[config.mk]
export PLATFORM = sky130hd
export DESIGN_NAME = uart_tx
export DESIGN_NICKNAME = d
export VERILOG_FILES = /design/src/rtl/uart_tx.sv
export SDC_FILE = /design/constraint.sdc
export NUM_CORES = 1
export LEC_CHECK = 0
export BUFFER_PORTS_ARGS = -buffer_cell sky130_fd_sc_hd__buf_2
export CAP_MARGIN = 20
export CORE_AREA = 10 10 78 94
export CTS_BUF_LIST = sky130_fd_sc_hd__clkbuf_16
export CTS_CLUSTER_DIAMETER = 50
export DETAILED_ROUTE_END_ITERATION = 10
export DIE_AREA = 0 0 88 104
export MAX_ROUTING_LAYER = met4
export PLACE_DENSITY_LB_ADDON = 0.3
export SLEW_MARGIN = 20
export SYNTH_ARGS = -nofsm -noshare
export SYNTH_HDL_FRONTEND = slang
export SYNTH_SLANG_ARGS = --single-unit
[constraint.sdc]
create_clock -name clk -period 2.8 [get_ports clk]
set_clock_uncertainty 0.1 [all_clocks]
set_input_delay 0.28 -clock clk [delete_from_list [all_inputs] [get_ports clk]]
set_output_delay 0.28 -clock clk [all_outputs]
set_load 0.05 [all_outputs]
[src/rtl/uart_tx.sv]
// -----------------------------------------------------------------------------
// uart_tx
//
// Purpose
//   8-bit asynchronous serial transmitter. A byte is sent LSB first with one
//   start bit (0) and one stop bit (1). An optional parity bit goes between
//   the last data bit and the stop bit. Every bit lasts CLKS_PER_BIT clocks.
//   A request presented while a frame is in flight is dropped, not queued.
//
// Configuration
//   UART_TX_PARITY_EN  define to add the parity bit (11-bit frames).
//                      Leave undefined for 10-bit frames with no parity
//                      logic. PARITY_ODD then has no effect.
//
// Parameters
//   CLKS_PER_BIT  clock cycles per serial bit, 2..65535 (default 16)
//   PARITY_ODD    0 = even parity, 1 = odd parity (default 0)
//
// Ports
//   clk         in   system clock, rising edge
//   reset       in   asynchronous reset, active low
//   data_in     in   [7:0] byte to send, sampled only on acceptance
//   data_valid  in   transmit request, qualifies data_in
//   busy        out  high while a frame is in progress, registered
//   tx_out      out  serial line, idles high, registered
// -----------------------------------------------------------------------------
module uart_tx #(
    parameter int unsigned CLKS_PER_BIT = 16,
    parameter int unsigned PARITY_ODD   = 0
) (
    input  logic       clk,
    input  logic       reset,
    input  logic [7:0] data_in,
    input  logic       data_valid,
    output logic       busy,
    output logic       tx_out
);

    typedef enum logic [2:0] {
        IDLE   = 3'd0,
        START  = 3'd1,
        DATA   = 3'd2,
`ifdef UART_TX_PARITY_EN
        PARITY = 3'd3,
`endif
        STOP   = 3'd4
    } state_t;

    localparam logic [15:0] LAST_CNT = 16'(CLKS_PER_BIT - 1);

    // Illegal configurations stop elaboration rather than producing a
    // counter that never reaches its bit-end value.
    if (CLKS_PER_BIT < 2 || CLKS_PER_BIT > 65535 || PARITY_ODD > 1) begin : g_param_check
        $error("uart_tx: CLKS_PER_BIT must be 2..65535 and PARITY_ODD 0 or 1");
    end

    state_t      state_q;
    logic [15:0] cnt_q;
    logic [2:0]  idx_q;
    logic [7:0]  shift_q;
    logic        tx_q;
    logic        busy_q;
`ifdef UART_TX_PARITY_EN
    logic        par_q;
`endif

    // The last clock of the current bit. Every state advances on this event.
    logic bit_end;
    assign bit_end = (cnt_q == LAST_CNT);

    // tx_q and busy_q are loaded together with state_q on each transition,
    // so both outputs come straight from flops and stay aligned with the
    // state they describe.
    always_ff @(posedge clk or negedge reset) begin
        if (!reset) begin
            // NOTE: the shift register and parity flop are reset along with
            // the control state. A reset then leaves the whole datapath in a
            // known value, so nothing from an aborted frame can resurface.
            state_q <= IDLE;
            cnt_q   <= '0;
            idx_q   <= '0;
            shift_q <= 8'h00;
            tx_q    <= 1'b1;
            busy_q  <= 1'b0;
`ifdef UART_TX_PARITY_EN
            par_q   <= 1'b0;
`endif
        end else begin
            // NOTE: all state updates here are non-blocking. Each branch
            // therefore reads the values from before this edge, such as
            // shift_q[1] during the shift.
            case (state_q)
                IDLE: begin
                    cnt_q <= '0;
                    if (data_valid) begin
                        shift_q <= data_in;
                        idx_q   <= '0;
`ifdef UART_TX_PARITY_EN
                        // Computed from the byte as accepted. The shift
                        // register is consumed while the data bits go out.
                        par_q   <= (^data_in) ^ 1'(PARITY_ODD);
`endif
                        state_q <= START;
                        tx_q    <= 1'b0;
                        busy_q  <= 1'b1;
                    end
                end

                START: begin
                    if (bit_end) begin
                        cnt_q   <= '0;
                        state_q <= DATA;
                        tx_q    <= shift_q[0];
                    end else begin
                        cnt_q <= cnt_q + 16'd1;
                    end
                end

                DATA: begin
                    if (bit_end) begin
                        cnt_q   <= '0;
                        shift_q <= shift_q >> 1;
                        idx_q   <= idx_q + 3'd1;
                        if (idx_q == 3'd7) begin
`ifdef UART_TX_PARITY_EN
                            state_q <= PARITY;
                            tx_q    <= par_q;
`else
                            state_q <= STOP;
                            tx_q    <= 1'b1;
`endif
                        end else begin
                            // The bit that shift_q[0] will hold after this
                            // edge.
                            tx_q <= shift_q[1];
                        end
                    end else begin
                        cnt_q <= cnt_q + 16'd1;
                    end
                end

`ifdef UART_TX_PARITY_EN
                PARITY: begin
                    if (bit_end) begin
                        cnt_q   <= '0;
                        state_q <= STOP;
                        tx_q    <= 1'b1;
                    end else begin
                        cnt_q <= cnt_q + 16'd1;
                    end
                end
`endif

                STOP: begin
                    if (bit_end) begin
                        cnt_q   <= '0;
                        state_q <= IDLE;
                        tx_q    <= 1'b1;
                        busy_q  <= 1'b0;
                    end else begin
                        cnt_q <= cnt_q + 16'd1;
                    end
                end

                default: begin
                    cnt_q   <= '0;
                    state_q <= IDLE;
                    tx_q    <= 1'b1;
                    busy_q  <= 1'b0;
                end
            endcase
        end
    end

    assign tx_out = tx_q;
    assign busy   = busy_q;

endmodule

==> results by group, run 1 <==
Die
  • Core area: 5520 µm²
  • Die height: 104 µm
  • Die Span X: 88 µm
  • Io pins: 13
  • Starting Density: 0.300
  • Cell row count: 30
  • Die area: 9150 µm²

Finish
  • Final nets: 185
  • Register area: 802 µm²
  • Most common cell after layout, fill and taps aside: dfrtp_1
  • ANT cells: 0
  • Post-Layout Inst Area: 1910 µm²
  • Layout cell share with drive strength beyond 1: 0.186
  • Filler cells: 554
  • Commonest cells after routing, fill and taps aside: dfrtp_1, nor2_1, xnor2_1, buf_2, inv_1
  • Multi-input gate area: 795 µm²
  • Utilization after layout: 0.347
  • Layout area overhead: 15.5%

Run
  • Max-cap violation count: 0

Synthesis
  • Mapped Area: 1660 µm²
  • Synth area leader: dfrtp_1
  • Async S/R FF share, synth: 1.00
  • Syn nets: 171
  • Yosys cell types: 37
  • Synth Register Bits: 32
  • Post-synth top area share: 0.468
  • Synth area leaders: dfrtp_1, xnor2_1, nor2_1
  • Sequential area share after synthesis: 0.484
  • Gate Count Post-Synth: 157
  • Ys Warns: 0
  • Synth Flop Type: dfrtp_1
  • Mean Syn Cell Area: 10.6 µm²
  • Post-synth EDFFs: 0

STA
  • Final Cycle Share: 0.713
  • Slew margin rel.: 0.522
  • Fin Setup TNS: 0 ns
  • Final Setup Violations: 0
  • F_max: 501 MHz
  • Final hold vios: 0
  • Fin worst setup slack: 0.804 ns
  • Slew Viols, Final: 0
  • Final min period: 2.00 ns
  • Worst slew pin tran: 0.717 ns
  • RSZ-0062 raised after global routing: no

Clocking
  • H-tree depth: 2
  • Clock sink count: 32
  • Inserted Clock Buffers: 5
  • Post-cts sizing count: 0
  • Clock insertion delay at the later pin of the skew report: 0.27 ns
  • CTS tree: yes
  • CTS max path bufs: 2
  • Clock-pin slew on the worst setup and hold paths: 0.05 ns
  • Root Driver: clkbuf_16

Critical path
  • CP Capture Type: flop
  • Crit-path max cell delay: 0.39 ns
  • R2R depth: 5
  • CP Data Required Time: 2.86 ns
  • Reg-to-reg endpoint: shift_q[2]$_DFFE_PN0P_
  • Critical path's slowest cell: nand2b_1
  • Register-to-register setup slack: 0.80 ns
  • Critical Path AT: 2.06 ns
  • Critical R2R Launch: cnt_q[0]$_DFF_PN0_
  • CP startpoint kind: flop
  • CP Class: flop to flop
  • CP Max Fanout: 10
  • Crit path cell chain: ha_1, and3_1, nand4_4, nand2b_1, o221a_1

Min path
  • Hold Crit Class: input pin to flop
  • WHS Endpoint: shift_q[5]$_DFFE_PN0P_
  • Hold path depth: 3
  • Hold path start: data_in[5]

Routing
  • Vias: 1168
  • DRC: 0
  • Detail Route Antenna Nets: 0
  • Iter 0 DRT Violations: 76
  • DR WL/cell: 13.9 µm
  • WL final: 3.29 mm
  • Via/cell ratio: 4.95
  • First-pass iteration count of the detailed router: 4

Run status
  • Status: completed

Placed design
  • Placer Congestion: 0.738
  • Placed Instance Area: 1770 µm²
  • DP Wirelength: 2.28 mm
  • DP Worst Slack: 0.795 ns
  • I/O Buffers: 12

Global route
  • Initial antenna violation count: 0
  • Largest net degree at the start of global routing: 33
  • Total track usage: 0.0853
  • First-pass GRT wire length: 6.13 mm
  • Met1 Use GR: 0.0974
  • Met2 GRT Util: 0.130
  • Number of global-route vias before repair: 1228
  • GR Overflow Total: 0
  • GRT busiest layer: met2
  • Met3 Use GR: 0.0298

Pwr
  • Pleak: 0.800 nW
  • Pwr Density: 892 nW/µm²
  • IR drop worst, VDD: 0.418 mV
## how the worst max path moves through the flow
stage          slack (ns)           startpoint                endpoint  depth (start not counted)
3_3_place_gp         0.85   cnt_q[0]$_DFF_PN0_  shift_q[2]$_DFFE_PN0P_                          5
4_1_cts              0.78   cnt_q[0]$_DFF_PN0_  shift_q[2]$_DFFE_PN0P_                          5
3_5_place_dp         0.80  cnt_q[13]$_DFF_PN0_  shift_q[6]$_DFFE_PN0P_                          4
2_1_floorplan        1.05   cnt_q[0]$_DFF_PN0_  shift_q[1]$_DFFE_PN0P_                          6
5_1_grt              0.60   cnt_q[0]$_DFF_PN0_  shift_q[2]$_DFFE_PN0P_                          5
6_report             0.80   cnt_q[0]$_DFF_PN0_  shift_q[2]$_DFFE_PN0P_                          5
## repair_timing
action,CTS,global route
setup buffers,0,0
hold endpoints to repair,31,0
hold buffers,1,0
## sequential cells by signal, summed over array words and instances, names as in the netlist
signal   cells
tx_out       1
state_q      3
shift_q      8
busy         1
idx_q        3
cnt_q       16
## cells in the mapped netlist (3+ instances only)
cell type / number
nor4_4: 3
dfrtp_1: 31
and3_1: 3
nand4_1: 4
nand3_1: 6
nor4_1: 5
o221a_1: 6
mux2i_1: 5
ha_1: 3
nor3_1: 6
nor2_1: 20
buf_2: 3
nand2_1: 7
xnor2_1: 12
or2_2: 6
inv_1: 8
o21ai_0: 4
## report_power, final
group	internal (W)	leakage (nW)	switching, W
clock network	0.000319	0.0701	0.000188
logic	0.000223	0.324	0.000248
registers	0.000605	0.405	0.000124
## critical path: cells and delay by family (launching register included)
family	cells	cell delay (ns)
simple gates	3	0.85
fa+ha+maj	1	0.21
compound gates	1	0.34
flops	1	0.38
## per-layer routing
layer	vias to the layer above	part of all wire
met1	559	0.46
met5	-	0
met3	7	0.030
met4	0	0.019
met2	18	0.49
li1	584	-
## layout make-up
type,instances,area share
timing repair buffer,13,0.0366
sequential,32,0.419
clock buffer,5,0.0654
tap,64,0.0419
multi-input combinational,111,0.415
inverter,8,0.0157
clock inverter,3,0.00589
## cell families after synthesis
logic type | count (synthesis) | share of synthesized area
flops | 32 | 0.484
compound gates | 20 | 0.102
xor+xnor | 14 | 0.0740
simple gates | 69 | 0.251
mux | 5 | 0.0302
fa+ha+maj | 3 | 0.0227
buf+inv | 14 | 0.0363
## through the flow
step           power, W  cells  hold slack (ns)
2_1_floorplan   0.00110    157           -0.116
3_5_place_dp    0.00121    227            0.278
6_report        0.00171    236            0.244
5_1_grt         0.00185    236            0.247
3_3_place_gp    0.00121    227            0.280
4_1_cts         0.00174    236            0.234
Note: power is estimated with default switching activity, not from simulation.
==> inputs of run 2 (changes only) <==
==> constraint.sdc (replaced) <==
create_clock -name clk -period 2 [get_ports clk]
set_clock_uncertainty 0.1 [all_clocks]
set_input_delay 0.2 -clock clk [delete_from_list [all_inputs] [get_ports clk]]
set_output_delay 0.2 -clock clk [all_outputs]
set_load 0.05 [all_outputs]
==> run 2 against run 1 <==
Net effect:
- final cell count grew 1.7%
- clock power is 40% higher
- combinational power is 60% higher
- sequential power up 39%
- register-to-register slack worse by 0.60 ns
- utilization increased by 0.93 points
- count of clock-buffer cells in the layout unchanged
- largest cell class unchanged
==> results by group, run 2 (same netlist as run 1, synthesis figures left out) <==
STA
  • Fin worst setup slack: 0.206 ns (was 0.804 ns)
  • F_max: 557 MHz (was 501 MHz)
  • Fin Setup TNS: 0 ns (unchanged)
  • Slew Viols, Final: 0 (unchanged)
  • RSZ-0062 raised after global routing: no (unchanged)
  • Final min period: 1.79 ns (was 2.00 ns)
  • Slew margin rel.: 0.518 (was 0.522)
  • Hold_ws: 0.160 ns (was 0.244 ns)
  • Final hold vios: 0 (unchanged)
  • Worst slew pin tran: 0.722 ns (was 0.717 ns)
  • Final Setup Violations: 0 (unchanged)
  • Final Cycle Share: 0.897 (was 0.713)

Finish
  • Final nets: 189 (was 185)
  • Largest Register: cnt_q (unchanged)
  • Biggest regs: cnt_q x16, shift_q x8 (unchanged)
  • Register area: 802 µm² (unchanged)
  • Number of flip-flops in the largest register: 16 (unchanged)
  • Most common cell after layout, fill and taps aside: dfrtp_1 (unchanged)
  • Filler cells: 542 (was 554)
  • Multi-input gate area: 802 µm² (was 795 µm²)
  • ANT cells: 0 (unchanged)
  • Layout area overhead: 18.6% (was 15.5%)
  • Post-Layout Cell Count: 240 (was 236)
  • Commonest cells after routing, fill and taps aside: dfrtp_1, nor2_1, xnor2_1, buf_2, inv_1 (unchanged)
  • Layout cell share with drive strength beyond 1: 0.222 (was 0.186)

Pwr
  • Pwr Density: 1260 nW/µm² (was 892 nW/µm²)
  • IR drop worst, VDD: 0.458 mV (was 0.418 mV)
  • Pleak: 0.830 nW (was 0.800 nW)

Routing
  • Detail Route Antenna Nets: 0 (unchanged)
  • Via/cell ratio: 4.91 (was 4.95)
  • Wl on met1: 1.63 mm (was 1.51 mm)
  • DRC: 0 (unchanged)
  • Iter 0 DRT Violations: 29 (was 76)
  • WL final: 3.28 mm (was 3.29 mm)
  • First-pass iteration count of the detailed router: 3 (was 4)
  • WL met2: 1.52 mm (was 1.61 mm)
  • Vias: 1178 (was 1168)
  • DR top layer: met4 (unchanged)
  • DR WL/cell: 13.7 µm (was 13.9 µm)
  • Met3 wire length: 83 µm (was 100 µm)

Critical path
  • CP Data Required Time: 2.06 ns (was 2.86 ns)
  • Crit-path max cell delay: 0.38 ns (was 0.39 ns)
  • CP Capture Type: flop (unchanged)
  • Buffer and inverter count on the worst path: 0 (unchanged)
  • CP startpoint kind: flop (unchanged)
  • Critical Path AT: 1.86 ns (was 2.06 ns)
  • Critical path's slowest cell: dfrtp_1 (was nand2b_1)
  • CP Max Fanout: 10 (unchanged)
  • CP Class: flop to flop (unchanged)
  • Crit path cell chain: ha_1, and3_1, nand4_4, nand2b_2, o221a_1 (was ha_1, and3_1, nand4_4, nand2b_1, o221a_1)
  • Crit-path leading delay family: simple AND/OR/NAND/NOR gates (unchanged)

Clocking
  • Clock insertion delay at the later pin of the skew report: 0.28 ns (was 0.27 ns)
  • CTS max path bufs: 2 (unchanged)
  • Clock sink count: 32 (unchanged)
  • Inserted Clock Buffers: 5 (unchanged)
  • Postcts setup bufs: 0 (unchanged)
  • Clock-pin slew on the worst setup and hold paths: 0.06 ns (was 0.05 ns)
  • H-tree depth: 2 (unchanged)
  • Root Driver: clkbuf_16 (unchanged)
  • CTS tree: yes (unchanged)

Die
  • Starting Density: 0.300 (unchanged)
  • Core area: 5520 µm² (unchanged)
  • Die area: 9150 µm² (unchanged)
  • Die Span X: 88 µm (unchanged)
  • Io pins: 13 (unchanged)
  • Die height: 104 µm (unchanged)
  • Cell row count: 30 (unchanged)

Global route
  • Largest net degree at the start of global routing: 33 (unchanged)
  • Initial antenna violation count: 0 (unchanged)
  • Total track usage: 0.0830 (was 0.0853)
  • Number of global-route vias before repair: 1264 (was 1228)
  • First-pass GRT wire length: 6.01 mm (was 6.13 mm)
  • GR Overflow Total: 0 (unchanged)

Min path
  • Hold Crit Class: input pin to flop (unchanged)

Placed design
  • Placer Congestion: 0.705 (was 0.738)
  • I/O Buffers: 12 (unchanged)
  • DP Wirelength: 2.29 mm (was 2.28 mm)
  • DP Cell Count: 231 (was 227)
  • DP Worst Slack: 0.0767 ns (was 0.795 ns)

Run
  • Max-cap violation count: 0 (unchanged)

Run status
  • Status: completed (unchanged)
## run 2: changes by cell type in the layout (fill, tap and decap cells not counted)
cell | previous run | this run
buf_4 | 0 | 3
nand2b_2 | 0 | 1
nor3b_1 | 2 | 1
nand2b_1 | 1 | 0
clkinv_1 | 2 | 0
inv_1 | 9 | 10
buf_12 | 0 | 1
nor3b_2 | 0 | 1
clkinv_2 | 0 | 1
## run 2: layer usage
layer | vias up | track usage
li1 | 590 | -
met1 | 564 | 0.104
met2 | 16 | 0.121
met3 | 8 | 0.0259
met4 | 0 | 0.0308
met5 | - | -
## run 2: layout make-up
class	instances	share of cell area
Sequential cell	32	0.408
Multi-Input combinational cell	111	0.408
Clock buffer	5	0.0637
Timing Repair Buffer	17	0.0573
Tap cell	64	0.0408
Inverter	8	0.0153
Clock inverter	3	0.00637
## run 2: power breakdown
part | switching, W | internal (W) | total (W)
Combinational | 0.000379 | 0.000376 | 0.000755
Clock | 0.000264 | 0.000449 | 0.000712
Sequential | 0.000161 | 0.000847 | 0.00101
Total | 0.000803 | 0.00167 | 0.00247
## run 2: final timing paths
| path | start | end | slack, ns | cells after the start |
|---|---|---|---|---|
| max | cnt_q[0]$_DFF_PN0_ | shift_q[2]$_DFFE_PN0P_ | 0.21 | 5 |
| min | data_in[7] | shift_q[7]$_DFFE_PN0P_ | 0.16 | 3 |
| max reg2reg | cnt_q[0]$_DFF_PN0_ | shift_q[2]$_DFFE_PN0P_ | 0.21 | 5 |
| min reg2reg | cnt_q[0]$_DFF_PN0_ | cnt_q[0]$_DFF_PN0_ | 0.38 | 1 |
| max in group asynchronous | reset | cnt_q[7]$_DFF_PN0_ | 0.91 | 2 |
| min in group asynchronous | reset | cnt_q[4]$_DFF_PN0_ | 0.43 | 2 |
## run 2: repair_timing
action | CTS | global route
hold buffers | 1 | 0
hold endpoints to repair | 31 | 0
resized for setup | 0 | 2
setup endpoints to repair | 0 | 7
## run 2: per-stage QoR
stage          total power [W]  instance area [µm²]   util
2_1_floorplan          0.00154                 1660      -
3_3_place_gp           0.00177                 1810  0.328
3_5_place_dp           0.00177                 1810  0.328
4_1_cts                0.00251                 1960  0.355
5_1_grt                0.00264                 1960  0.356
6_report               0.00247                 1960  0.356
## run 2: worst reg2reg max path: cells and delay by family, from the launching register on
kind                       cells  cell delay, ns
DFF                            1            0.38
and+or+nand+nor                3            0.71
adders and majority gates      1            0.20
AOI/OAI and AO/OA              1            0.29
==> inputs of run 3 (changes only) <==
--- a/config.mk
+++ b/config.mk
@@ -13,7 +13,7 @@
 export DETAILED_ROUTE_END_ITERATION = 10
 export DIE_AREA = 0 0 88 104
 export MAX_ROUTING_LAYER = met4
-export PLACE_DENSITY_LB_ADDON = 0.3
+export PLACE_DENSITY = 0.55
 export SLEW_MARGIN = 20
 export SYNTH_ARGS = -nofsm -noshare
 export SYNTH_HDL_FRONTEND = slang
==> run 3 against run 2 <==
Net effect:
- worst hold slack got worse by 0.0074 ns
- count of clock-buffer cells in the layout unchanged
- sequential power about the same
- utilization decreased by 0.20 points
- final cell count unchanged
- critical path type unchanged
- highest routed layer unchanged
==> results by group, run 3 (same netlist as run 1, synthesis figures left out) <==
Critical path
  • Critical Path Source: cnt_q[0]$_DFF_PN0_ (unchanged)
  • CP Class: flop to flop (unchanged)
  • Register-to-register setup slack: 0.15 ns (was 0.21 ns)
  • CP Data Required Time: 2.09 ns (was 2.06 ns)
  • CP Capture Type: flop (unchanged)
  • CP startpoint kind: flop (unchanged)
  • R2R depth: 6 (was 5)
  • Critical R2R Launch: cnt_q[0]$_DFF_PN0_ (unchanged)
  • Crit-path leading delay family: simple AND/OR/NAND/NOR gates (unchanged)
  • Critical path's slowest cell: dfrtp_1 (unchanged)
  • Crit-path max cell delay: 0.38 ns (about the same)
  • CP Max Fanout: 16 (was 10)
  • Buffer and inverter count on the worst path: 1 (was 0)
  • Critical Path AT: 1.94 ns (was 1.86 ns)
  • Reg-to-reg endpoint: state_q[2]$_DFFE_PN0P_ (was shift_q[2]$_DFFE_PN0P_)
  • Crit path cell chain: ha_1, and3_1, nand4_4, buf_4, nand2_2, mux2i_1 (was ha_1, and3_1, nand4_4, nand2b_2, o221a_1)

Die
  • Core area: 5520 µm² (unchanged)
  • Starting Density: 0.300 (unchanged)
  • Die Span X: 88 µm (unchanged)
  • Die height: 104 µm (unchanged)
  • Io pins: 13 (unchanged)
  • Cell row count: 30 (unchanged)
  • Die area: 9150 µm² (unchanged)

Finish
  • Layout area overhead: 17.9% (was 18.6%)
  • ANT cells: 0 (unchanged)
  • Commonest cells after routing, fill and taps aside: dfrtp_1, nor2_1, xnor2_1, buf_2, inv_1 (unchanged)
  • Final nets: 189 (unchanged)
  • Most common cell after layout, fill and taps aside: dfrtp_1 (unchanged)
  • Biggest regs: cnt_q x16, shift_q x8 (unchanged)
  • Largest Register: cnt_q (unchanged)
  • Layout cell share with drive strength beyond 1: 0.210 (was 0.222)
  • Number of flip-flops in the largest register: 16 (unchanged)
  • Utilization after layout: 0.354 (was 0.356)

Run status
  • Status: completed (unchanged)

Pwr
  • Sw Pwr: 0.000796 W (was 0.000803 W)
  • Switching Share: 0.328 (was 0.325)
  • Pwr Density: 1240 nW/µm² (was 1260 nW/µm²)
  • P_int: 0.00163 W (was 0.00167 W)
  • Combinational share of power: 0.293 (was 0.305)
  • Sequential Power Share: 0.413 (was 0.407)
  • Pleak: 0.821 nW (was 0.830 nW)
  • Clk pwr share: 0.293 (was 0.288)
  • IR drop worst, VDD: 0.691 mV (was 0.458 mV)

Placed design
  • I/O Buffers: 12 (unchanged)
  • Placer Congestion: 0.739 (was 0.705)
  • DP Wirelength: 2.30 mm (was 2.29 mm)

Routing
  • DR top layer: met4 (unchanged)
  • Met3 wire length: 122 µm (was 83 µm)
  • WL final: 3.33 mm (was 3.28 mm)
  • Detail Route Antenna Nets: 0 (unchanged)
  • DR WL/cell: 13.9 µm (was 13.7 µm)
  • DRC: 0 (unchanged)
  • Wl on met1: 1.57 mm (was 1.63 mm)
  • First-pass iteration count of the detailed router: 4 (was 3)
  • Iter 0 DRT Violations: 60 (was 29)
  • Vias: 1184 (was 1178)
  • WL met2: 1.59 mm (was 1.52 mm)
  • Via/cell ratio: 4.93 (was 4.91)

Min path
  • WHS Endpoint: shift_q[7]$_DFFE_PN0P_ (unchanged)
  • Hold path depth: 3 (unchanged)
  • Hold path start: data_in[7] (unchanged)
  • Hold Crit Class: input pin to flop (unchanged)

STA
  • F_max: 542 MHz (was 557 MHz)
  • Slew margin rel.: 0.510 (was 0.518)
  • Final min period: 1.85 ns (was 1.79 ns)
  • Worst slew pin tran: 0.735 ns (was 0.722 ns)
  • Fin Setup TNS: 0 ns (unchanged)
  • Final Setup Violations: 0 (unchanged)
  • Final hold vios: 0 (unchanged)
  • Slew Viols, Final: 0 (unchanged)
  • RSZ-0062 raised after global routing: no (unchanged)
  • Final Cycle Share: 0.923 (was 0.897)

Clocking
  • CTS max path bufs: 2 (unchanged)
  • Clock-pin slew on the worst setup and hold paths: 0.05 ns (was 0.06 ns)
  • CTS tree: yes (unchanged)
  • Inserted Clock Buffers: 5 (unchanged)
  • H-tree depth: 2 (unchanged)
  • Clock sink count: 32 (unchanged)
  • Root Driver: clkbuf_16 (unchanged)
  • Clock insertion delay at the later pin of the skew report: 0.28 ns (about the same)

Global route
  • First-pass GRT wire length: 5.74 mm (was 6.01 mm)
  • Total track usage: 0.0801 (was 0.0830)
  • Initial antenna violation count: 0 (unchanged)
  • Largest net degree at the start of global routing: 33 (unchanged)
  • GR Overflow Total: 0 (unchanged)
  • Number of global-route vias before repair: 1223 (was 1264)

Run
  • Max-cap violation count: 0 (unchanged)
[run 3: cell types whose count changed in the layout (fill, tap and decap cells not counted), sizes merged]
cell,change
clkinv,+1
inv,-1
[run 3: per-layer routing]
layer  GRT usage  up-vias
met4      0.0274        0
met1      0.0940      567
met3      0.0329        5
li1            -      591
met5           -        -
met2       0.120       21
[run 3: power by group through the flow]
stage	logic, W	clock network (W)	registers, W
floorplan	0.000530	0	0.00101
global placement	0.000711	0	0.00101
detailed placement	0.000723	0	0.00101
CTS	0.000724	0.000729	0.00100
global route	0.000798	0.000766	0.00103
finish	0.000711	0.000711	0.00100
[run 3: final cells by class]
cell class / count / area [µm²]
Sequential cell: 32 / 802
Fill cell: 551 / 3560
Tap cell: 64 / 80.1
Timing Repair Buffer: 17 / 100
Clock inverter: 3 / 11.3
Clock buffer: 5 / 125
Multi-Input combinational cell: 111 / 805
Inverter: 8 / 30.0
[run 3: how the worst max path moves through the flow]
stage / end / slack [ns] / depth (start not counted)
2_1_floorplan: shift_q[1]$_DFFE_PN0P_ / 0.25 / 6
3_3_place_gp: shift_q[3]$_DFFE_PN0P_ / 0.13 / 5
3_5_place_dp: shift_q[6]$_DFFE_PN0P_ / 0.08 / 6
4_1_cts: shift_q[4]$_DFFE_PN0P_ / 0.07 / 6
5_1_grt: state_q[2]$_DFFE_PN0P_ / 0.03 / 6
6_report: state_q[2]$_DFFE_PN0P_ / 0.15 / 6
[run 3: metrics by stage]
stage | instance area, µm² | cells | hold WS, ns | setup WS (ns) | total power [W]
final | 1950 | 240 | 0.153 | 0.153 | 0.00242
after CTS | 1940 | 240 | 0.149 | 0.0662 | 0.00246
after detailed placement | 1800 | 231 | 0.207 | 0.0818 | 0.00173
after global routing | 1950 | 240 | 0.169 | 0.0290 | 0.00259
after floorplan | 1660 | 157 | -0.196 | 0.254 | 0.00154
after global placement | 1800 | 231 | 0.206 | 0.134 | 0.00172
[run 3: repair_timing]
action,CTS,global route
setup buffers,0,0
endpoints found under the hold margin,31,0
resized for setup,0,2
endpoints found under the setup margin,0,6
hold buffers,1,0
[run 3: tightest hold or removal path, delay by kind of cell]
kind            cells  cell delay, ns
compound gates      1            0.09
buf+inv             1            0.07
simple gates        1            0.14
